[src/rtl/seven_segment_reader_pkg.sv]
`default_nettype none
// ============================================================================
//  Module      : seven_seg_pkg
//  Description : Shared definitions for 7-segment display handling: pattern
//                type, blank pattern, hex glyph table (segment order A..G,
//                A in bit 6) and a pattern-to-hex decoder. The display
//                encoder uses the same table, so both directions agree.
//  Revision    : 1.0 - initial release
// ============================================================================
package seven_seg_pkg;

    // Active-high segment pattern {A,B,C,D,E,F,G}
    typedef logic [6:0] seg_pattern_t;

    // Decoder result: legal glyph flag plus its hex value
    typedef struct packed {
        logic       legal;
        logic [3:0] value;
    } seg_decode_t;

    localparam seg_pattern_t SEG_BLANK = 7'h00;

    localparam seg_pattern_t SEG_GLYPH [0:15] = '{
        7'h7E, 7'h30, 7'h6D, 7'h79, 7'h33, 7'h5B, 7'h5F, 7'h70,
        7'h7F, 7'h7B, 7'h77, 7'h1F, 7'h4E, 7'h3D, 7'h4F, 7'h47
    };

    // All table entries are distinct, so at most one index can match.
    function automatic seg_decode_t seg_decode(input seg_pattern_t pattern);
        seg_decode_t result;
        result = '0;
        for (int i = 0; i < 16; i++) begin
            if (pattern == SEG_GLYPH[i]) begin
                result.legal = 1'b1;
                result.value = 4'(i);
            end
        end
        return result;
    endfunction

endpackage
`default_nettype wire

[src/rtl/seven_segment_reader_stabilizer.sv]
`default_nettype none
// ============================================================================
//  Module      : seven_segment_stabilizer
//  Description : Inverts the active-low segment lines, synchronizes them and
//                filters the result: a pattern commits once it has been seen
//                unchanged for the configured number of samples, exactly
//                once per stable episode.
//  Ports       : clk, rst        - clock, asynchronous active-high reset
//                segmentsN[6:0]  - raw active-low lines {A..G}
//                pattern[6:0]    - candidate pattern (valid when commit=1)
//                commit          - one-cycle strobe: pattern is committed now
//  Revision    : 1.0 - initial release
// ============================================================================
module seven_segment_stabilizer
    import seven_seg_pkg::*;
#(
    parameter int STABLE_CYCLES = 4,
    parameter int SYNC_STAGES   = 2
) (
    input  logic         clk,
    input  logic         rst,
    input  seg_pattern_t segmentsN,
    output seg_pattern_t pattern,
    output logic         commit
);

    localparam logic [7:0] c_CNT_LAST = 8'(STABLE_CYCLES - 1);

    seg_pattern_t r_sync [SYNC_STAGES];
    seg_pattern_t r_cand;
    logic [7:0]   r_cnt;
    logic         r_done;    // current candidate already committed

    seg_pattern_t w_p;
    logic         w_commit;

    assign w_p = r_sync[SYNC_STAGES-1];

    // Commit is decoded from registered state so the top can register its
    // pulses on the same edge that completes the stability count.
    assign w_commit = (w_p == r_cand) && (r_cnt == c_CNT_LAST) && !r_done;

    always_ff @(posedge clk or posedge rst) begin
        if (rst) begin
            for (int i = 0; i < SYNC_STAGES; i++) begin
                r_sync[i] <= '0;
            end
            r_cand <= SEG_BLANK;
            r_cnt  <= '0;
            r_done <= 1'b0;
        end else begin
            r_sync[0] <= ~segmentsN;
            for (int i = 1; i < SYNC_STAGES; i++) begin
                r_sync[i] <= r_sync[i-1];
            end

            if (w_p != r_cand) begin
                r_cand <= w_p;
                r_cnt  <= '0;
                r_done <= 1'b0;
            end else if (r_cnt < c_CNT_LAST) begin
                r_cnt <= r_cnt + 8'd1;
            end else begin
                // Count holds; the flag blocks repeated commits
                r_done <= 1'b1;
            end
        end
    end

    assign pattern = r_cand;
    assign commit  = w_commit;

endmodule
`default_nettype wire

[src/rtl/seven_segment_reader.sv]
`default_nettype none
// ============================================================================
//  Module      : seven_segment_reader
//  Description : Reads back a 7-segment display bus and reports the shown
//                hex digit with level (valid/blank) and pulse (update/error)
//                indications.
//  Ports       : clk, rst            - clock, asynchronous active-high reset
//                segmentA..segmentG  - active-low segment lines (0 = lit)
//                value[3:0]          - last committed hex digit
//                valid               - committed pattern is a legal glyph
//                blank               - committed pattern is all-off
//                update              - pulse: new digit or first lock
//                error               - pulse: stable illegal pattern
//  Revision    : 1.0 - initial release
// ============================================================================
module seven_segment_reader
    import seven_seg_pkg::*;
#(
    parameter int STABLE_CYCLES = 4,
    parameter int SYNC_STAGES   = 2
) (
    input  logic       clk,
    input  logic       rst,
    input  logic       segmentA,
    input  logic       segmentB,
    input  logic       segmentC,
    input  logic       segmentD,
    input  logic       segmentE,
    input  logic       segmentF,
    input  logic       segmentG,
    output logic [3:0] value,
    output logic       valid,
    output logic       blank,
    output logic       update,
    output logic       error
);

    localparam logic [1:0] c_ST_BLANK  = 2'd0;
    localparam logic [1:0] c_ST_LOCKED = 2'd1;
    localparam logic [1:0] c_ST_BAD    = 2'd2;

    seg_pattern_t w_pattern;
    logic         w_commit;
    seg_decode_t  w_decoded;

    logic [1:0]   r_state;
    logic [3:0]   r_value;
    logic         r_update;
    logic         r_error;

    logic [1:0]   w_nextState;
    logic [3:0]   w_nextValue;
    logic         w_nextUpdate;
    logic         w_nextError;

    seven_segment_stabilizer #(
        .STABLE_CYCLES (STABLE_CYCLES),
        .SYNC_STAGES   (SYNC_STAGES)
    ) u_stabilizer (
        .clk       (clk),
        .rst       (rst),
        .segmentsN ({segmentA, segmentB, segmentC, segmentD,
                     segmentE, segmentF, segmentG}),
        .pattern   (w_pattern),
        .commit    (w_commit)
    );

    assign w_decoded = seg_decode(w_pattern);

    // State register (pulses are registered here too)
    always_ff @(posedge clk or posedge rst) begin
        if (rst) begin
            r_state  <= c_ST_BLANK;
            r_value  <= 4'h0;
            r_update <= 1'b0;
            r_error  <= 1'b0;
        end else begin
            r_state  <= w_nextState;
            r_value  <= w_nextValue;
            r_update <= w_nextUpdate;
            r_error  <= w_nextError;
        end
    end

    // Next state: only a commit strobe moves the committed state
    always_comb begin
        w_nextState  = r_state;
        w_nextValue  = r_value;
        w_nextUpdate = 1'b0;
        w_nextError  = 1'b0;
        if (w_commit) begin
            if (w_decoded.legal) begin
                w_nextState  = c_ST_LOCKED;
                w_nextValue  = w_decoded.value;
                // Re-locking after blank/bad reports even an unchanged digit
                w_nextUpdate = (r_state != c_ST_LOCKED) ||
                               (w_decoded.value != r_value);
            end else if (w_pattern == SEG_BLANK) begin
                w_nextState = c_ST_BLANK;
            end else begin
                w_nextState = c_ST_BAD;
                w_nextError = 1'b1;
            end
        end
    end

    // Outputs
    always_comb begin
        value  = r_value;
        valid  = (r_state == c_ST_LOCKED);
        blank  = (r_state == c_ST_BLANK);
        update = r_update;
        error  = r_error;
    end

endmodule
`default_nettype wire
[config.mk]
export PLATFORM = sky130hd
export DESIGN_NAME = seven_segment_reader
export DESIGN_NICKNAME = d
export VERILOG_FILES = /design/src/rtl/seven_segment_reader_pkg.sv /design/src/rtl/seven_segment_reader_stabilizer.sv /design/src/rtl/seven_segment_reader.sv
export SDC_FILE = /design/constraint.sdc
export NUM_CORES = 1
export LEC_CHECK = 0
export CAP_MARGIN = 30
export CORE_ASPECT_RATIO = 1.75
export CORE_UTILIZATION = 50
export DETAILED_ROUTE_END_ITERATION = 6
export PLACE_DENSITY_LB_ADDON = 0.15
export SLEW_MARGIN = 0
export SYNTH_ARGS = -nofsm -noshare
export SYNTH_HDL_FRONTEND = slang
export SYNTH_SLANG_ARGS = --single-unit
[constraint.sdc]
create_clock -name clk -period 3.18 [get_ports clk]
set_input_delay 0.477 -clock clk [delete_from_list [all_inputs] [get_ports clk]]
set_output_delay 0.477 -clock clk [all_outputs]
set_load 0.02 [all_outputs]
# [Word-level counts from Yosys, hierarchy flattened]
# Cells that the tools add are included.
[totals] reg_bits=38 elab_cells=70
[classes] n_eq_ne=23 reduce_logical=8 mux=27 addsub=1 n_lt_le_gt_ge=1 n_bitwise=1
[ops] cell="== test 7 bit (second input constant)" n=12
[ops] cell="two-way mux 5 bit" n=16
[ops] cell="== test 7 x 6 -> 1 bit (second input constant)" n=3
[ops] cell="two-way mux 8 bit" n=2
[ops] cell="adder 8 x 1 -> 8 bit (second input constant)" n=1
[ops] cell="== test 8 x 2 -> 1 bit (second input constant)" n=1
[ops] cell="< comparator 8 x 2 -> 1 bit (second input constant)" n=1
[ops] cell="== test 7 x 5 -> 1 bit (second input constant)" n=1
[ops] cell="== test 7 bit" n=1
[ops] cell="logical NOT 7 bit" n=1
[ops] cell="two-way mux 1 bit" n=7
[ops] cell="!= test 7 bit" n=1
[ops] cell="NOT 7 bit" n=1
[ops] cell="two-way mux 2 bit" n=2
[ops] cell="!= test 2 x 1 -> 1 bit (second input constant)" n=2
[ops] cell="!= test 4 bit" n=1
[ops] cell="== test 2 x 1 -> 1 bit (second input constant)" n=1
[ops] cell="logical AND 1 bit" n=2
[ops] cell="logical NOT 2 bit" n=1
[ops] cell="AND reduction 2 bit" n=1
[ops] cell="nonzero test 2 bit" n=1
[ops] cell="logical NOT 1 bit" n=1
[ops] cell="logical OR 1 bit" n=1

# [Longest topological paths before layout]
[logic_depth] ltp_word=21 mapped_depth=9

# [Modules after synthesis]
# A second synthesis with hierarchy kept.
[unflattened] cells_unflattened=170 hier_area_um2=1805.5
[by_module_without_submodules] mod="seven_segment_stabilizer" cells_each=82 n_inst=1 area_each_um2=1042.2 seq_area_each_um2=750.7
[by_module_without_submodules] mod="seven_segment_reader" cells_each=88 n_inst=1 area_each_um2=763.2 seq_area_each_um2=200.2

# [Worst setup path before layout]
# No wires, ideal clock.
[synth_path] kind="register to register" start="reg u_stabilizer.r_cand[0], in the netlist u_stabilizer.pattern[0]" end="reg r_value[0], in the netlist value[0]" t_required_ps=3055 path_buffers=2 stages_incl_launch_ff=8 arrival_ps=1788 slack_ps=1267 cell_sequence="dfrtp_1 -> buf_2 -> nand3_1 -> or4b_1 -> nand4_2 -> nor2b_4 -> buf_6 -> mux2_4"
[synth_via] elab_chain_len=18 word_cells_on_any_way=36 classes_between="17 x eq/ne; 16 x mux; 3 x reduce/logical"
[synth_lines] item="start, declared" line="seven_segment_reader_stabilizer.sv:30" rtl="seg_pattern_t r_cand;"
[synth_lines] item="start signal, assigned" line="seven_segment_reader_stabilizer.sv:58" rtl="r_cand <= w_p;"
[synth_lines] item="== test 7 bit" line="seven_segment_reader_pkg.sv:33" rtl="if (pattern == SEG_GLYPH[i]) begin"
[synth_lines] item="two-way mux 5 bit (16 in a row)" line="seven_segment_reader_pkg.sv:33"
[synth_lines] item="AND reduction 2 bit (no source line)"
[synth_lines] item="end signal, assigned" line="seven_segment_reader.sv:79" rtl="r_value <= w_nextValue;"
[synth_lines] item="end, declared" line="seven_segment_reader.sv:47" rtl="logic [3:0] r_value;"
# Several ways; a longest one is shown, not always the timed one.
# A chain may end at the register's enable or synchronous reset.

# [Final worst setup path]
[layout_path] start="reg u_stabilizer.r_cand[1], in the netlist u_stabilizer.pattern[1]" end="reg r_update, in the netlist update"
[layout_via] elab_chain_len=20 word_cells_on_any_way=39 classes_between="18 x eq/ne; 18 x mux; 3 x reduce/logical"
[layout_lines] item="== test 7 x 6 -> 1 bit" line="seven_segment_reader_pkg.sv:33"
[layout_lines] item="two-way mux 5 bit (15 in a row)" line="seven_segment_reader_pkg.sv:33"
[layout_lines] item="!= test 4 bit" line="seven_segment_reader.sv:97" rtl="(w_decoded.value != r_value);"
[layout_lines] item="logical OR 1 bit" line="seven_segment_reader.sv:96" rtl="w_nextUpdate = (r_state != c_ST_LOCKED) ||"
[layout_lines] item="two-way mux 1 bit" line="seven_segment_reader.sv:92" rtl="if (w_decoded.legal) begin"
[layout_lines] item="two-way mux 1 bit (*)" line="seven_segment_reader.sv:91" rtl="if (w_commit) begin"
[layout_lines] item="net w_nextUpdate" line="seven_segment_reader.sv:53" rtl="logic w_nextUpdate;"
[layout_lines] item="end signal, assigned" line="seven_segment_reader.sv:80" rtl="r_update <= w_nextUpdate;"
[layout_lines] item="end, declared" line="seven_segment_reader.sv:48" rtl="logic r_update;"
# The timed path passes the listed nets; every way through them passes the cells marked *.

==> results.ini <==
[sta]
finalSetupViolCount=0
finalHoldViolations=0
clock_skew_ns=0.00680
timing.final.max_slew_violations=0
maxSlewHeadroom=0.388
finalCriticalPeriod_ns=2.29
hold_ws_ns=0.340
worstMarginPinSlew_ns=0.906
rsz0062_at_grt=no
fmax_mhz=436
finalCritPeriodShare=0.722
fin_tns_setup_ns=0

[global_route]
gr-total-overflow=0
antenna_found_initial=0
first_global_vias=1085
grt_pass1_wl_um=5040
grt_max_degree=39
grtUsageTotal=0.190

[cells_and_area]
diodes=0
multi_input_area_um2=758
final_common_cell=dfrtp_1
instances_no_fill=212
seqCellArea_um2=951
layout-drive-gt1-share=0.120
fill_cells=314
layout_common_cells=dfrtp_1, clkdlybuf4s50_1, inv_1
area_delta_synth_final_pct=11.1
nets=177
post-route-util=0.596

[floorplanning]
die_w_um=47.9
ios=17
core_area_um2=3430
core.rowCount=28
die_h_um=82.3
start_util=0.536
die_area_um2=3940

[detailed_routing]
first_iter_violations=18
routed-via-count=1169
wirelength_um=3090
drcViolationCount=0
ant_nets=0
vias_per_cell=5.51
firstDrtPassIters=4
avgRoutedWirePerCell_um=14.6

[logic_synthesis]
synth_adder_area_share=0.00680
async_flop_share=1.00
syn_inst=160
synthMuxAreaShare=0.0245
synth.area.top_cells=dfrtp_1, xnor2_1, xor2_1
yosysUniqueCellTypes=51
synth_top_area_share=0.517
synth_top_area_cell=dfrtp_1
synth_compound_area_frac=0.101
netlist_area_um2=1840
synth-simple-area-share=0.208
synth_xor_area_frac=0.0714
syn_avg_cell_area_um2=11.5
ys_seq_area_frac=0.517
synth_nets=170
ys_warn_count=0
synth_ff_type=dfrtp_1
ys_ff_latch=38
synth_edf_count=0
synth_top_family_by_area=simple AND/OR/NAND/NOR gates

[setup_path]
crit_family=compound AO/OA/AOI/OAI gates
startpoint_type=flop
path_cells=or2b_4 > o311ai_0 > xor2_1 > o31a_1
r2r-end=update$_DFF_PP0_
cp_max_fo=14
rr_worst_depth=4
cp-end-kind=flop
cp_slowest_cell=o311ai_0
crit_buf_inv=0
arrival_ns=2.46
reg2reg_setup_slack_ns=0.89
critPathKind=flop to flop
r2r_start=u_stabilizer.pattern[1]$_DFFE_PP0N_
crit_path_max_incr_delay_ns=0.80
crit_required_ns=3.34

[power]
finalPower_mw=0.884
peakVddDrop_v=0.000547
p_comb_frac=0.072
p_int_mw=0.676
power.switching_mw=0.208
seqPwrFrac=0.588
power_density_nw_per_um2=432
switching_share=0.235
leakage_nw=0.911
p_clk_frac=0.340

[worst_hold_path]
hold_path_end=u_stabilizer.w_p[2]$_DFF_PP0_
hold_path_class=flop to flop
hp-start=u_stabilizer.r_sync[9]$_DFF_PP0_
whs_path_depth=0

[placed_design]
post-place-cells=205
hpwl_um=2190
globalplace.congestion=0.843
port-buffer-count=16

[clock_tree]
ctsHtreeMaxLevel=2
clk_pin_slew_ns=0.07
post-cts-setup-buffers=0
cts_buffer_depth=2
cts_tree=done
ctsResizeCount=0
clock_sinks=38
cts_inserted_buffers=5
cts-root-buf=clkbuf_8
clk_latency_ns=0.28
cts_hold_buffers=0

[flow_run]
drv_cap=0

[status]
status=complete, no violations

[worst reg2reg max path, stage by stage (launching register included)]
cell and delay (ns):
dfrtp_1 0.60, or2b_4 0.36, o311ai_0 0.81, xor2_1 0.14
o31a_1 0.28
[layer usage]
layer,up-vias,track usage,share of wire
met5,-,0,0
met4,0,0.108,0.029
met3,6,0.0478,0.024
met2,25,0.304,0.55
met1,580,0.220,0.40
li1,558,-,-
[how the worst max path moves through the flow]
| stage | cells after the start | from | endpoint | slack, ns |
|---|---|---|---|---|
| after floorplan | 7 | u_stabilizer.pattern[0]$_DFFE_PP0N_ | value[0]$_DFFE_PP0P_ | 1.27 |
| after global placement | 4 | u_stabilizer.pattern[1]$_DFFE_PP0N_ | update$_DFF_PP0_ | 0.97 |
| after detailed placement | 5 | u_stabilizer.pattern[3]$_DFFE_PP0N_ | value[2]$_DFFE_PP0P_ | 0.92 |
| after CTS | 5 | u_stabilizer.pattern[3]$_DFFE_PP0N_ | value[2]$_DFFE_PP0P_ | 0.92 |
| after global routing | 5 | u_stabilizer.pattern[3]$_DFFE_PP0N_ | value[2]$_DFFE_PP0P_ | 0.75 |
| final | 4 | u_stabilizer.pattern[1]$_DFFE_PP0N_ | update$_DFF_PP0_ | 0.89 |
[metrics by stage]
| stage | cell area, µm² | setup WS, ns |
|---|---|---|
| floorplan | 1840 | 1.27 |
| global placement | 1970 | 0.970 |
| detailed placement | 1970 | 0.925 |
| CTS | 2050 | 0.918 |
| global route | 2050 | 0.745 |
| finish | 2050 | 0.885 |
[layout make-up]
cell class,instances,share of cell area
Sequential cell,38,0.465
Clock inverter,2,0.00489
Multi-Input combinational cell,96,0.371
Tap cell,45,0.0275
Timing Repair Buffer,17,0.0820
Inverter,9,0.0165
Clock buffer,5,0.0336
[synthesized netlist by cell type, types with 2 or more instances]
| cell | n |
|---|---|
| dfrtp_1 | 38 |
| inv_1 | 9 |
| xnor2_1 | 8 |
| and2_1 | 7 |
| clkbuf_1 | 7 |
| nor2_1 | 7 |
| xor2_1 | 7 |
| buf_2 | 6 |
| nand2_1 | 6 |
| nand3_1 | 4 |
| nand3b_1 | 4 |
| a21oi_1 | 3 |
| buf_6 | 3 |
| mux2_4 | 3 |
| nor4_1 | 3 |
| a211oi_1 | 2 |
| a21o_1 | 2 |
| nand2b_1 | 2 |
| nand4_1 | 2 |
| nor3_1 | 2 |
| o31a_1 | 2 |
| or3_1 | 2 |
| or3b_1 | 2 |
| or4_1 | 2 |
[state kept, by name, summed over array words and instances, names as in the netlist]
| signal | flops |
|---|---|
| value | 4 |
| u_stabilizer.r_done | 1 |
| update | 1 |
| u_stabilizer.pattern | 7 |
| error | 1 |
| r_state | 2 |
| u_stabilizer.r_cnt | 8 |
| u_stabilizer.r_sync | 7 |
| u_stabilizer.w_p | 7 |
[cells by family (layout without fill, tap and decap cells)]
family                   after synthesis  count (layout)
XOR/XNOR                              15              15
AO/OA/AOI/OAI                         21              21
flip-flops                            38              38
adder cells (fa/ha/maj)                1               1
AND/OR/NAND/NOR                       56              56
buffers and inverters                 26              33
multiplexers                           3               3
[power groups by stage]
stage / Sequential [mW] / Clock (mW) / Combinational [mW]
after floorplan: 0.513 / 0 / 0.0657
after global placement: 0.527 / 0 / 0.0632
after detailed placement: 0.529 / 0 / 0.0648
after CTS: 0.519 / 0.310 / 0.0651
after global routing: 0.522 / 0.328 / 0.0717
final: 0.520 / 0.300 / 0.0638
(Power assumes the default switching activity.)
==> RTL edit 1 (same flow settings) <==
Add an input register stage for `segmentE`, with the module's reset; this delays it by one clock. The other inputs are not delayed to match.
--- a/src/rtl/seven_segment_reader.sv
+++ b/src/rtl/seven_segment_reader.sv
@@ -40,4 +40,14 @@
     localparam logic [1:0] c_ST_BAD    = 2'd2;
 
+    logic segmentE_q;
+
+    always_ff @(posedge clk or posedge rst) begin
+        if (rst) begin
+            segmentE_q <= '0;
+        end else begin
+            segmentE_q <= segmentE;
+        end
+    end
+
     seg_pattern_t w_pattern;
     logic         w_commit;
@@ -61,5 +71,5 @@
         .rst       (rst),
         .segmentsN ({segmentA, segmentB, segmentC, segmentD,
-                     segmentE, segmentF, segmentG}),
+                     segmentE_q, segmentF, segmentG}),
         .pattern   (w_pattern),
         .commit    (w_commit)
Formal check against the unedited RTL: not equivalent (a bounded check fails within 10 cycles, from zero or initial values and one cycle with rst high).
==> RTL edit 1 against the original RTL <==
Final area increased by 2.1%. Routed wire length decreased by 4.7%. Sequential cell count increased by 1. Hold slack improved by 6.8 ps. Total power increased by 6.1%. Clock skew increased by 0.87 ps. Core utilization decreased by 1.5 points. Area after synthesis increased by 0.95%. Worst setup slack got worse by 73 ps. Via count increased by 4.0%.
==> RTL edit 1: results <==
set metrics [dict create \
    status "finished clean" \
    use_met1_pct 16.2 \
    clock_cell_area_share_pct 4.79 \
    routedWlPerCell_um 13.3 \
    drive_gt1_share_pct 10.8 \
    worst_r2r_startpoint "u_stabilizer.pattern[2]" \
    drt_first_iter_violations 20 \
    multi_input_area_share_pct 35.4 \
    ys_ff_latch 39 \
    slowest_delay_ps 700 \
    comb_power_w 0.0000570 \
    finClkSkew_ps 7.67 \
    wl_met1_um 1090 \
    hpwlAfterDp_um 2160 \
    vdd_drop_max_mv 0.468 \
    hold_start "u_stabilizer.r_sync[10]" \
    synthAdderAreaFrac_pct 0.673 \
    nFillCells 306 \
    multi_input_gates 99 \
    grt_usage_pct 17.0 \
    met3_length_um 100 \
    synth_top_cells_by_count "39 x dfrtp_1, 13 x inv_1, 9 x clkbuf_1" \
    switching_share_pct 21.3 \
    grt_pass1_vias 1074 \
    hold_slack_ps 347 \
    wl_met2_um 1690 \
    n_clock_buffer 8 \
    worst_r2r_endpoint "value[1]" \
    vias_per_cell 5.48 \
    gr-usage-met3_pct 5.43 \
    buf_share_pct 8.03 \
    critPathMaxFanout 17 \
    crit_family "simple AND/OR/NAND/NOR gates" \
    synth_cell_type_count 45 \
    synth_seq_area_share_pct 52.5 \
    grt_util_met2_pct 29.6 \
    crit_slowest_cell "dfrtp_1" \
    synth_compound_area_share_pct 7.68 \
    inv_count 13 \
    seqCellArea_um2 976 \
    synthMuxAreaShare_pct 2.69 \
    hold_end "u_stabilizer.w_p[3]" \
    critPathArrivalTime_ps 2540 \
    pg_seq_w 0.000534 \
    grt_max_degree 40 \
    row_count 29 \
    start_util_pct 51.7 \
    synth_area_leaders "dfrtp_1 53%, xnor2_1 3.3%, and2_1 2.7%" \
    leakage_nw 0.933 \
    worst_pin_slew_ps 564 \
    fin_nets 185 \
    grt_pass1_wl_um 4520 \
    synth-xor-area-share_pct 6.94 \
]
RTL edit 1: cell count changes after synthesis, sizes merged, moves of 3 or more:
cell,delta
a21oi,+3
inv,+4
xor2,-3
o21ai,+3
RTL edit 1: per-stage QoR:
step	power (W)	utilization [%]	worst slack, ps	instances
floorplan	0.000588	-	1260	168
global placement	0.000598	55.3	917	214
detailed placement	0.000601	55.3	811	214
CTS	0.000952	58.1	804	222
global route	0.000982	58.1	638	222
finish	0.000937	58.1	812	222
RTL edit 1: how the worst max path moves through the flow:
stage                                       start       end  cells past startpoint
after floorplan           u_stabilizer.pattern[2]  value[1]                      7
after global placement    u_stabilizer.pattern[2]  value[1]                      6
after detailed placement  u_stabilizer.pattern[2]  value[1]                      6
after CTS                 u_stabilizer.pattern[2]  value[1]                      6
after global routing      u_stabilizer.pattern[2]  value[1]                      6
final                     u_stabilizer.pattern[2]  value[1]                      6
==> RTL edit 2 (same flow settings) <==
Without the edit above. `SYNC_STAGES` is set to 2 in 2 places; all go to 4.
--- a/src/rtl/seven_segment_reader_stabilizer.sv
+++ b/src/rtl/seven_segment_reader_stabilizer.sv
@@ -16,5 +16,5 @@
 #(
     parameter int STABLE_CYCLES = 4,
-    parameter int SYNC_STAGES   = 2
+    parameter int SYNC_STAGES   = 4
 ) (
     input  logic         clk,
--- a/src/rtl/seven_segment_reader.sv
+++ b/src/rtl/seven_segment_reader.sv
@@ -18,5 +18,5 @@
 #(
     parameter int STABLE_CYCLES = 4,
-    parameter int SYNC_STAGES   = 2
+    parameter int SYNC_STAGES   = 4
 ) (
     input  logic       clk,
Check against the original RTL: not equivalent (Yosys sat finds a counterexample within 10 cycles, from zero or initial values and one cycle with rst high).
==> RTL edit 2 against the original RTL <==
Area after synthesis increased by 22%. Sequential share of layout area increased by 5.7 points. Sequential cell count increased by 14. Largest cell class unchanged. Sequential power increased by 36%. Total power increased by 37%. Routed wire length increased by 24%. Worst setup slack improved by 190 ps. Hold slack improved by 14 ps. Final area increased by 22%. Synthesized cell count increased by 13%.
==> RTL edit 2: results <==
set metrics [dict create \
    status "finished clean" \
    fin_nets 201 \
    worst_pin_slew_ps 553 \
    synth_top_cells_by_count "52 x dfrtp_1, 14 x inv_1, 11 x nand2_1" \
    worst_r2r_startpoint "u_stabilizer.pattern[5]" \
    crit_family "simple AND/OR/NAND/NOR gates" \
    finClkSkew_ps 8.43 \
    slowest_delay_ps 620 \
    hpwlAfterDp_um 2870 \
    rr_worst_depth 5 \
    synth_flop_cell "dfrtp_1" \
    critPathArrivalTime_ps 2330 \
    r2r_setup_slack_ps 1080 \
    synth_area_leaders "dfrtp_1 58%, xor2_1 3.1%, buf_6 2.5%" \
    leakage_nw 1.13 \
    synth_seq_area_share_pct 58.1 \
    wl_um 3840 \
    vdd_drop_max_mv 0.368 \
    nFillCells 363 \
    gp_congestion 0.858 \
    clock_latency_ps 300 \
    grt_max_degree 42 \
    vias 1372 \
    grt_pass1_wl_um 6490 \
    hold_end "u_stabilizer.r_sync[16]" \
    hold_start "u_stabilizer.r_sync[23]" \
    clk_pin_slew_worst_paths_ps 90 \
    drive_gt1_share_pct 12.5 \
    grt_usage_pct 18.9 \
    drt_first_iter_violations 24 \
    async_reset_ff_share_pct 100 \
    worst_r2r_endpoint "value[2]" \
    synth_nets 191 \
    crit_slowest_cell "dfrtp_1" \
]
## RTL edit 2: cell count changes in the layout (fill, tap and decap cells not counted), sizes merged, moves of 3 or more
cell,delta
and2,-5
and3,+7
and4b,+3
dfrtp,+14
inv,+5
mux2,-3
mux2i,+5
nand2,+5
nand3b,-3
xnor2,-5
## RTL edit 2: worst register-to-register path, delay by kind of cell (launching register included)
family | cells | cell delay [ps]
and+or+nand+nor | 2 | 720
xor gates and xnor gates | 1 | 180
AOI/OAI and AO/OA | 1 | 290
muxes | 1 | 220
DFF | 1 | 620
## RTL edit 2: routing by layer
layer  wire (µm)  track usage, %
met5           0               0
met4         184            11.2
met3          82            3.87
met1        1480            20.9
met2        2090            31.6
## RTL edit 2: layout make-up
type                    count  area (µm²)  share of cell area [%]
clock buffers               6        72.6                    2.91
clock inverters             2        35.0                    1.40
inverters                  14        52.6                    2.11
multi-input cells         101         792                    31.7
flip-flops and latches     52        1300                    52.2
well taps                  49        61.3                    2.46
repair buffers             17         180                    7.22
## RTL edit 2: kinds of logic after synthesis
family	synth area share, %
AOI/OAI and AO/OA	10.4
adders and majority gates	0.559
DFF	58.1
muxes	2.24
and+or+nand+nor	17.9
xor gates and xnor gates	4.30
buffers and inverters	6.48
## RTL edit 2: how the worst max path moves through the flow
stage / start / end / slack [ps] / cells past startpoint
3_3_place_gp: u_stabilizer.pattern[3] / value[0] / 1150 / 5
3_5_place_dp: u_stabilizer.pattern[5] / value[0] / 1070 / 5
6_report: u_stabilizer.pattern[5] / value[2] / 1080 / 5
2_1_floorplan: u_stabilizer.pattern[0] / update / 1440 / 6
5_1_grt: u_stabilizer.pattern[5] / value[1] / 880 / 5
4_1_cts: u_stabilizer.pattern[5] / value[2] / 1060 / 5
## RTL edit 2: stage by stage
step | util, % | setup WS, ps | cell area [µm²] | cells | hold WS [ps]
final | 59.0 | 1080 | 2490 | 241 | 354
after global routing | 59.0 | 879 | 2490 | 241 | 362
after CTS | 59.0 | 1060 | 2490 | 241 | 356
after detailed placement | 56.5 | 1070 | 2390 | 233 | 336
after global placement | 56.0 | 1150 | 2370 | 232 | 334
after floorplan | - | 1440 | 2240 | 181 | 331
## RTL edit 2: power breakdown
group / internal, W / switching, W
Sequential: 0.000683 / 0.0000248
Clock: 0.000233 / 0.000195
Combinational: 0.0000325 / 0.0000405
